==> src/rtl/uart_tx_fifo_ctrl.sv <==
//-----------------------------------------------------------------------------
// uart_tx_fifo_ctrl
//
// Byte FIFO controller in front of a UART transmitter. The producer pushes
// 1..ENTRY_WIDTH bytes per cycle into an external byte-addressed memory. A
// three-state read FSM then streams the stored bytes, one at a time, to the
// transmitter.
//
// Memory byte placement: a push of width W writes byte k of mem_data_in to
// address (mem_write_addr + W-1-k) mod DEPTH. Because the read side walks
// addresses upward, byte W-1 of the push goes out first and byte 0 goes out
// last.
//
// Handshakes:
//   Push side: a push is accepted in any cycle where push_valid and push_ready
//   are both high. push_ready depends only on push_width and the registered
//   count, never on push_valid.
//   Tx side: a byte is transferred in any cycle where tx_valid and tx_ready
//   are both high. tx_valid never depends on tx_ready, and tx_data stays
//   stable while tx_valid is high.
//
// Optional feature: define UART_FIFO_LEVEL_EN to add the fifo_level output,
// which carries the registered byte count.
//
// Ports:
//   clk, reset        clock, synchronous active-high reset
//   push_valid/ready  push handshake
//   push_width        bytes in this push (1..ENTRY_WIDTH)
//   push_data         push payload; the low push_width bytes are valid
//   mem_write_*       combinational write port to the external memory
//   mem_read_addr     read address (= rd_ptr)
//   mem_data_out      memory read data, one cycle after the address
//   tx_data/valid     byte offered to the transmitter
//   tx_ready          transmitter accepts the byte
//   fifo_level        registered count (only with UART_FIFO_LEVEL_EN)
//   rd_state          read FSM state, for debug and checkers
//-----------------------------------------------------------------------------
module uart_tx_fifo_ctrl #(
    parameter int DEPTH       = 64,
    parameter int ENTRY_WIDTH = 4,
    localparam int AW = $clog2(DEPTH),
    localparam int WW = $clog2(ENTRY_WIDTH) + 1,
    localparam int CW = AW + 1
) (
    input  logic                     clk,
    input  logic                     reset,
    input  logic                     push_valid,
    input  logic [WW-1:0]            push_width,
    input  logic [ENTRY_WIDTH*8-1:0] push_data,
    output logic                     push_ready,
    output logic                     mem_write_enable,
    output logic [WW-1:0]            mem_write_width,
    output logic [AW-1:0]            mem_write_addr,
    output logic [ENTRY_WIDTH*8-1:0] mem_data_in,
    output logic [AW-1:0]            mem_read_addr,
    input  logic [7:0]               mem_data_out,
    output logic [7:0]               tx_data,
    output logic                     tx_valid,
    input  logic                     tx_ready,
`ifdef UART_FIFO_LEVEL_EN
    output logic [CW-1:0]            fifo_level,
`endif
    output logic [1:0]               rd_state
);

    localparam logic [1:0] ST_EMPTY = 2'd0;
    localparam logic [1:0] ST_FETCH = 2'd1;
    localparam logic [1:0] ST_VALID = 2'd2;

    logic [AW-1:0] wr_ptr_q, wr_ptr_d;
    logic [AW-1:0] rd_ptr_q, rd_ptr_d;
    logic [CW-1:0] count_q, count_d;
    logic [1:0]    state_q, state_d;
    logic [7:0]    tx_data_q, tx_data_d;

    logic          width_ok;
    logic          push_fire;
    logic          pop;
    logic [CW-1:0] free_space;
    logic [CW-1:0] push_width_ext;
    logic [CW-1:0] add_amt;
    logic [CW-1:0] sub_amt;

    // Zero and oversize widths are rejected outright, even when there is
    // room for them.
    assign push_width_ext = CW'(push_width);
    assign free_space     = CW'(DEPTH) - count_q;
    assign width_ok       = (push_width != '0) && (push_width <= WW'(ENTRY_WIDTH));
    assign push_ready     = width_ok && (free_space >= push_width_ext);
    assign push_fire      = push_valid && push_ready;

    assign mem_write_enable = push_fire;
    assign mem_write_addr   = wr_ptr_q;
    assign mem_write_width  = push_width;
    assign mem_data_in      = push_data;
    assign mem_read_addr    = rd_ptr_q;

    assign pop = (state_q == ST_VALID) && tx_ready;

    // Push and pop in the same cycle are applied together. push_ready is
    // computed from the pre-pop count, so this sum never exceeds DEPTH.
    assign add_amt = push_fire ? push_width_ext : '0;
    assign sub_amt = pop ? CW'(1) : '0;
    assign count_d = count_q + add_amt - sub_amt;

    // Truncating the width to AW bits keeps the pointer arithmetic modulo
    // DEPTH, including the case ENTRY_WIDTH == DEPTH.
    assign wr_ptr_d = push_fire ? (wr_ptr_q + AW'(push_width)) : wr_ptr_q;

    // Read FSM. EMPTY looks only at the registered count, so a byte written
    // this cycle is never fetched before the memory holds it. FETCH exists
    // to absorb the memory's one-cycle read latency.
    always_comb begin
        state_d   = state_q;
        tx_data_d = tx_data_q;
        rd_ptr_d  = rd_ptr_q;
        case (state_q)
            ST_EMPTY: begin
                if (count_q != '0) begin
                    state_d = ST_FETCH;
                end
            end
            ST_FETCH: begin
                tx_data_d = mem_data_out;
                state_d   = ST_VALID;
            end
            ST_VALID: begin
                if (tx_ready) begin
                    rd_ptr_d = rd_ptr_q + AW'(1);
                    state_d  = ST_EMPTY;
                end
            end
            default: begin
                state_d = ST_EMPTY;
            end
        endcase
    end

    always_ff @(posedge clk) begin
        if (reset) begin
            wr_ptr_q  <= '0;
            rd_ptr_q  <= '0;
            count_q   <= '0;
            state_q   <= ST_EMPTY;
            tx_data_q <= '0;
        end else begin
            wr_ptr_q  <= wr_ptr_d;
            rd_ptr_q  <= rd_ptr_d;
            count_q   <= count_d;
            state_q   <= state_d;
            tx_data_q <= tx_data_d;
        end
    end

    assign tx_valid = (state_q == ST_VALID);
    assign tx_data  = tx_data_q;
    assign rd_state = state_q;

`ifdef UART_FIFO_LEVEL_EN
    assign fifo_level = count_q;
`endif

endmodule

==> config.mk <==
export PLATFORM = sky130hd
export DESIGN_NAME = uart_tx_fifo_ctrl
export DESIGN_NICKNAME = d
export VERILOG_FILES = /design/src/rtl/uart_tx_fifo_ctrl.sv
export SDC_FILE = /design/constraint.sdc
export NUM_CORES = 1
export LEC_CHECK = 0
export ABC_AREA = 1
export CAP_MARGIN = 5
export CORE_UTILIZATION = 36
export CTS_BUF_LIST = sky130_fd_sc_hd__clkbuf_8 sky130_fd_sc_hd__clkbuf_16
export DETAILED_ROUTE_END_ITERATION = 16
export PLACE_DENSITY = 0.77
export SYNTH_ARGS = -nofsm -noshare
export SYNTH_HDL_FRONTEND = slang
export SYNTH_SLANG_ARGS = --single-unit
==> constraint.sdc <==
create_clock -name clk -period 2.9 [get_ports clk]
set_input_delay 0.58 -clock clk [delete_from_list [all_inputs] [get_ports clk]]
set_output_delay 0.58 -clock clk [all_outputs]
set_load 0.05 [all_outputs]
==> impl_metrics.tcl <==
set metrics [dict create \
    finalWeightedCongestion 0.7945 \
    internal_power_mw 1.441 \
    num_antenna_cells 0 \
    timing_worst_slew_pin_value_ps 521.2 \
    power.leakage_nw 1.201 \
    synth_cell_type_count 29 \
    count_of_boundary_i_o_pins 107 \
    detail-route-antenna-nets 0 \
    grt_pass1_wl_um 7396 \
    setup_viol 1 \
    fin_hold_ws_ps 484.9 \
    layout_worst_path_cycle_share 1.003 \
    antenna_found_initial 0 \
    gate_count_of_the_mapped_netlist 272 \
    cp_data_required_time_ps 3120 \
    hold_end "mem_read_addr[5]" \
    reg2reg_to "count_q[4]" \
    comb_power_share 0.643 \
    cts_root_buffer "sky130_fd_sc_hd__clkbuf_8" \
    routedWlPerCell_um 11.32 \
    initial_utilization 0.3837 \
    detailroute.via_count 1745 \
    period_needed_ps 2908 \
    htreeDepth 2 \
    first_pass_iters 4 \
    detailedRoute.firstIterationViolations 49 \
    holdPathStages 2 \
    fp-row-count 26 \
    highest_ir_drop_seen_on_vdd_v 0.0006526 \
    dp_hpwl_um 3178 \
    die_area_sq_um 5921 \
    tritoncts "built" \
    worst_hold_launch "mem_read_addr[5]" \
    clk_transition_reported_paths_ps 60 \
    syn_avg_cell_area_sq_um 7.434 \
    post_dp_cell_area_sq_um 2487 \
    power_frac_seq 0.226 \
    outcome "finished, violations left" \
    pwr-share-clk 0.132 \
    cts-buffers-inserted 5 \
    path_max_fanout 4 \
    grt_remaining_overflow 0 \
    rrSetupSlack_ps -8 \
    worstReg2RegStart "count_q[1]" \
    clockBufferDepth 2 \
    fillerInstances 517 \
    setup_tns_ps -8.128 \
    timing.critical_path.arrival_ps 3130 \
    worstHoldPathType "flip-flop to flip-flop" \
    die-height_um 76.95 \
    synth.cell_area_sq_um 2022 \
    p_per_area_nw_per_um2 987.7 \
    floorplan.die.width_um 76.95 \
    worst_setup_path_end_kind "flip-flop" \
    worst_setup_path_startpoint "count_q[1]" \
    netSwitchingFraction 0.4578 \
    port-buffer-count 42 \
    drive_gt1_frac 0.2783 \
    synth_seq_area_share 0.2871 \
    switchingPower_mw 1.216 \
    timing_hold_violations_final 0 \
    all_layer_global_routing_usage 0.1563 \
    rsz0062_at_grt "true" \
    worstSkewPairLatency_ps 290 \
    finalMaxSlewViolations 0 \
    fmaxAchievable_ghz 0.3439 \
    post_layout_nets 377 \
    violations "setup timing" \
    ys_ff_latch 29 \
    max_slew_margin 0.6514 \
    fin_area_sq_um 2690 \
    final_critical_path_setup_slack_ps -8.128 \
    route.final.wire_length_um 4292 \
    max_cap_check_violation_count 0 \
    yosys_warnings 0 \
    placeableCoreArea_sq_um 5270 \
    clock_sink_count 29 \
    via_count_of_the_first_global_routing_pass 1680 \
    drc_violation_count_after_routing 0 \
    cells_on_worst_reg2reg_path 25 \
    grt_start_max_net_pins 18 \
    path_class "flip-flop to flip-flop" \
    vias_per_cell 4.604 \
    startpoint_type "flip-flop" \
    worst_setup_skew_after_layout_ps 6.127 \
    synth_nets 340 \
    areaGrowthSynthToFinish_pct 33.04 \
]
## routing by layer
| layer | vias up | GRT usage | share of wire |
|---|---|---|---|
| met5 | - | 0 | 0 |
| met2 | 47 | 0.2598 | 0.47 |
| met4 | 0 | 0.08269 | 0.015 |
| met3 | 11 | 0.04643 | 0.068 |
| met1 | 790 | 0.1793 | 0.45 |
| li1 | 897 | - | - |
## what timing repair did
action                                  4_1_cts  5_1_grt
buffers inserted                              4        5
hold buffers                                  0        0
endpoints found under the setup margin        4        4
cloned                                        0        0
pin swaps                                    12       13
gates resized for setup                      13       12
## logic make-up (layout without fill, tap and decap cells)
logic type / count (synthesis) / in the layout / synth area share
flip-flops: 29 / 29 / 0.2871
buffers and inverters: 78 / 115 / 0.2098
AND/OR/NAND/NOR: 104 / 104 / 0.2432
XOR/XNOR: 7 / 7 / 0.03404
AO/OA/AOI/OAI: 33 / 33 / 0.08849
adder cells (fa/ha/maj): 21 / 21 / 0.1374
## synthesized netlist by cell type, drive strengths merged
master,number,share of area
xor2,5,0.025
nor2,36,0.080
nor3,2,0.0050
inv,40,0.074
o21bai,1,0.0037
dfxtp,29,0.29
nand3b,1,0.0037
a21oi,17,0.048
nand2,47,0.096
o21ai,15,0.037
clkbuf,1,0.0019
clkinv,1,0.0019
buf,36,0.13
nor3b,1,0.0062
ha,19,0.12
fa,2,0.020
nand4,6,0.019
nand3,11,0.033
xnor2,2,0.0087
## layout make-up
type | count | area [sq um] | share of cell area
multi-input cells | 165 | 1137 | 0.4228
inverters | 41 | 170.2 | 0.06326
well taps | 70 | 87.58 | 0.03256
clock buffers | 6 | 82.58 | 0.03070
flip-flops and latches | 29 | 583.1 | 0.2167
clock inverters | 1 | 7.507 | 0.002791
repair buffers | 67 | 621.8 | 0.2312
## power by group through the flow
stage / Sequential [mW] / Clock (mW) / Combinational, mW
after floorplan: 0.819 / 0 / 0.923
after global placement: 0.599 / 0 / 1.46
after detailed placement: 0.600 / 0 / 1.49
after CTS: 0.600 / 0.360 / 1.58
after global routing: 0.613 / 0.378 / 1.88
final: 0.600 / 0.349 / 1.71
## sequential cells by signal (all words and copies together), names as in the netlist
register / cells
tx_data: 8
count_q: 7
mem_read_addr: 6
mem_write_addr: 6
rd_state: 2
## how the worst max path moves through the flow
stage | to | slack, ps | cells past startpoint
5_1_grt | count_q[6] | -210 | 24
6_report | count_q[4] | -8 | 25
3_3_place_gp | count_q[6] | -620 | 24
2_1_floorplan | count_q[6] | -130 | 23
3_5_place_dp | count_q[6] | -700 | 24
4_1_cts | count_q[6] | -30 | 23
## cell usage in the layout (no fill, tap or decap), types with 9 or more instances in the layout
| cell | n |
|---|---|
| sky130_fd_sc_hd__dfxtp_1 | 27 |
| sky130_fd_sc_hd__buf_4 | 26 |
| sky130_fd_sc_hd__inv_1 | 29 |
| sky130_fd_sc_hd__nand3_1 | 9 |
| sky130_fd_sc_hd__ha_1 | 13 |
| sky130_fd_sc_hd__clkdlybuf4s50_1 | 34 |
| sky130_fd_sc_hd__nand2_1 | 38 |
| sky130_fd_sc_hd__a21oi_1 | 10 |
| sky130_fd_sc_hd__o21ai_0 | 11 |
| sky130_fd_sc_hd__nor2_1 | 29 |
## worst max-delay path, stage by stage (launching register included)
cell	delay, ps
sky130_fd_sc_hd__dfxtp_2	340
sky130_fd_sc_hd__inv_2	60
sky130_fd_sc_hd__ha_4	240
sky130_fd_sc_hd__ha_4	250
sky130_fd_sc_hd__nand2_2	40
sky130_fd_sc_hd__nand2_1	40
sky130_fd_sc_hd__nand2_1	60
sky130_fd_sc_hd__nand2_2	70
sky130_fd_sc_hd__nor2_4	40
sky130_fd_sc_hd__nand2_4	60
sky130_fd_sc_hd__nand3_4	100
sky130_fd_sc_hd__inv_8	80
sky130_fd_sc_hd__nand2_4	40
sky130_fd_sc_hd__ha_4	210
sky130_fd_sc_hd__inv_4	50
sky130_fd_sc_hd__ha_4	120
sky130_fd_sc_hd__inv_2	30
sky130_fd_sc_hd__fa_2	320
sky130_fd_sc_hd__inv_2	80
sky130_fd_sc_hd__nand3_2	70
sky130_fd_sc_hd__nand2_2	80
sky130_fd_sc_hd__buf_4	110
sky130_fd_sc_hd__buf_6	80
sky130_fd_sc_hd__buf_6	80
sky130_fd_sc_hd__o21ai_1	50
sky130_fd_sc_hd__a21oi_1	120
## through the flow
stage	power [mW]	instances	worst slack, ps	utilization
2_1_floorplan	1.742	272	-134.2	-
3_3_place_gp	2.060	364	-620.7	0.4720
3_5_place_dp	2.093	364	-699.9	0.4720
4_1_cts	2.538	375	-34.80	0.4988
5_1_grt	2.866	379	-213.3	0.5104
6_report	2.657	379	-8.128	0.5104
Note: power is estimated with default switching activity, not from simulation.
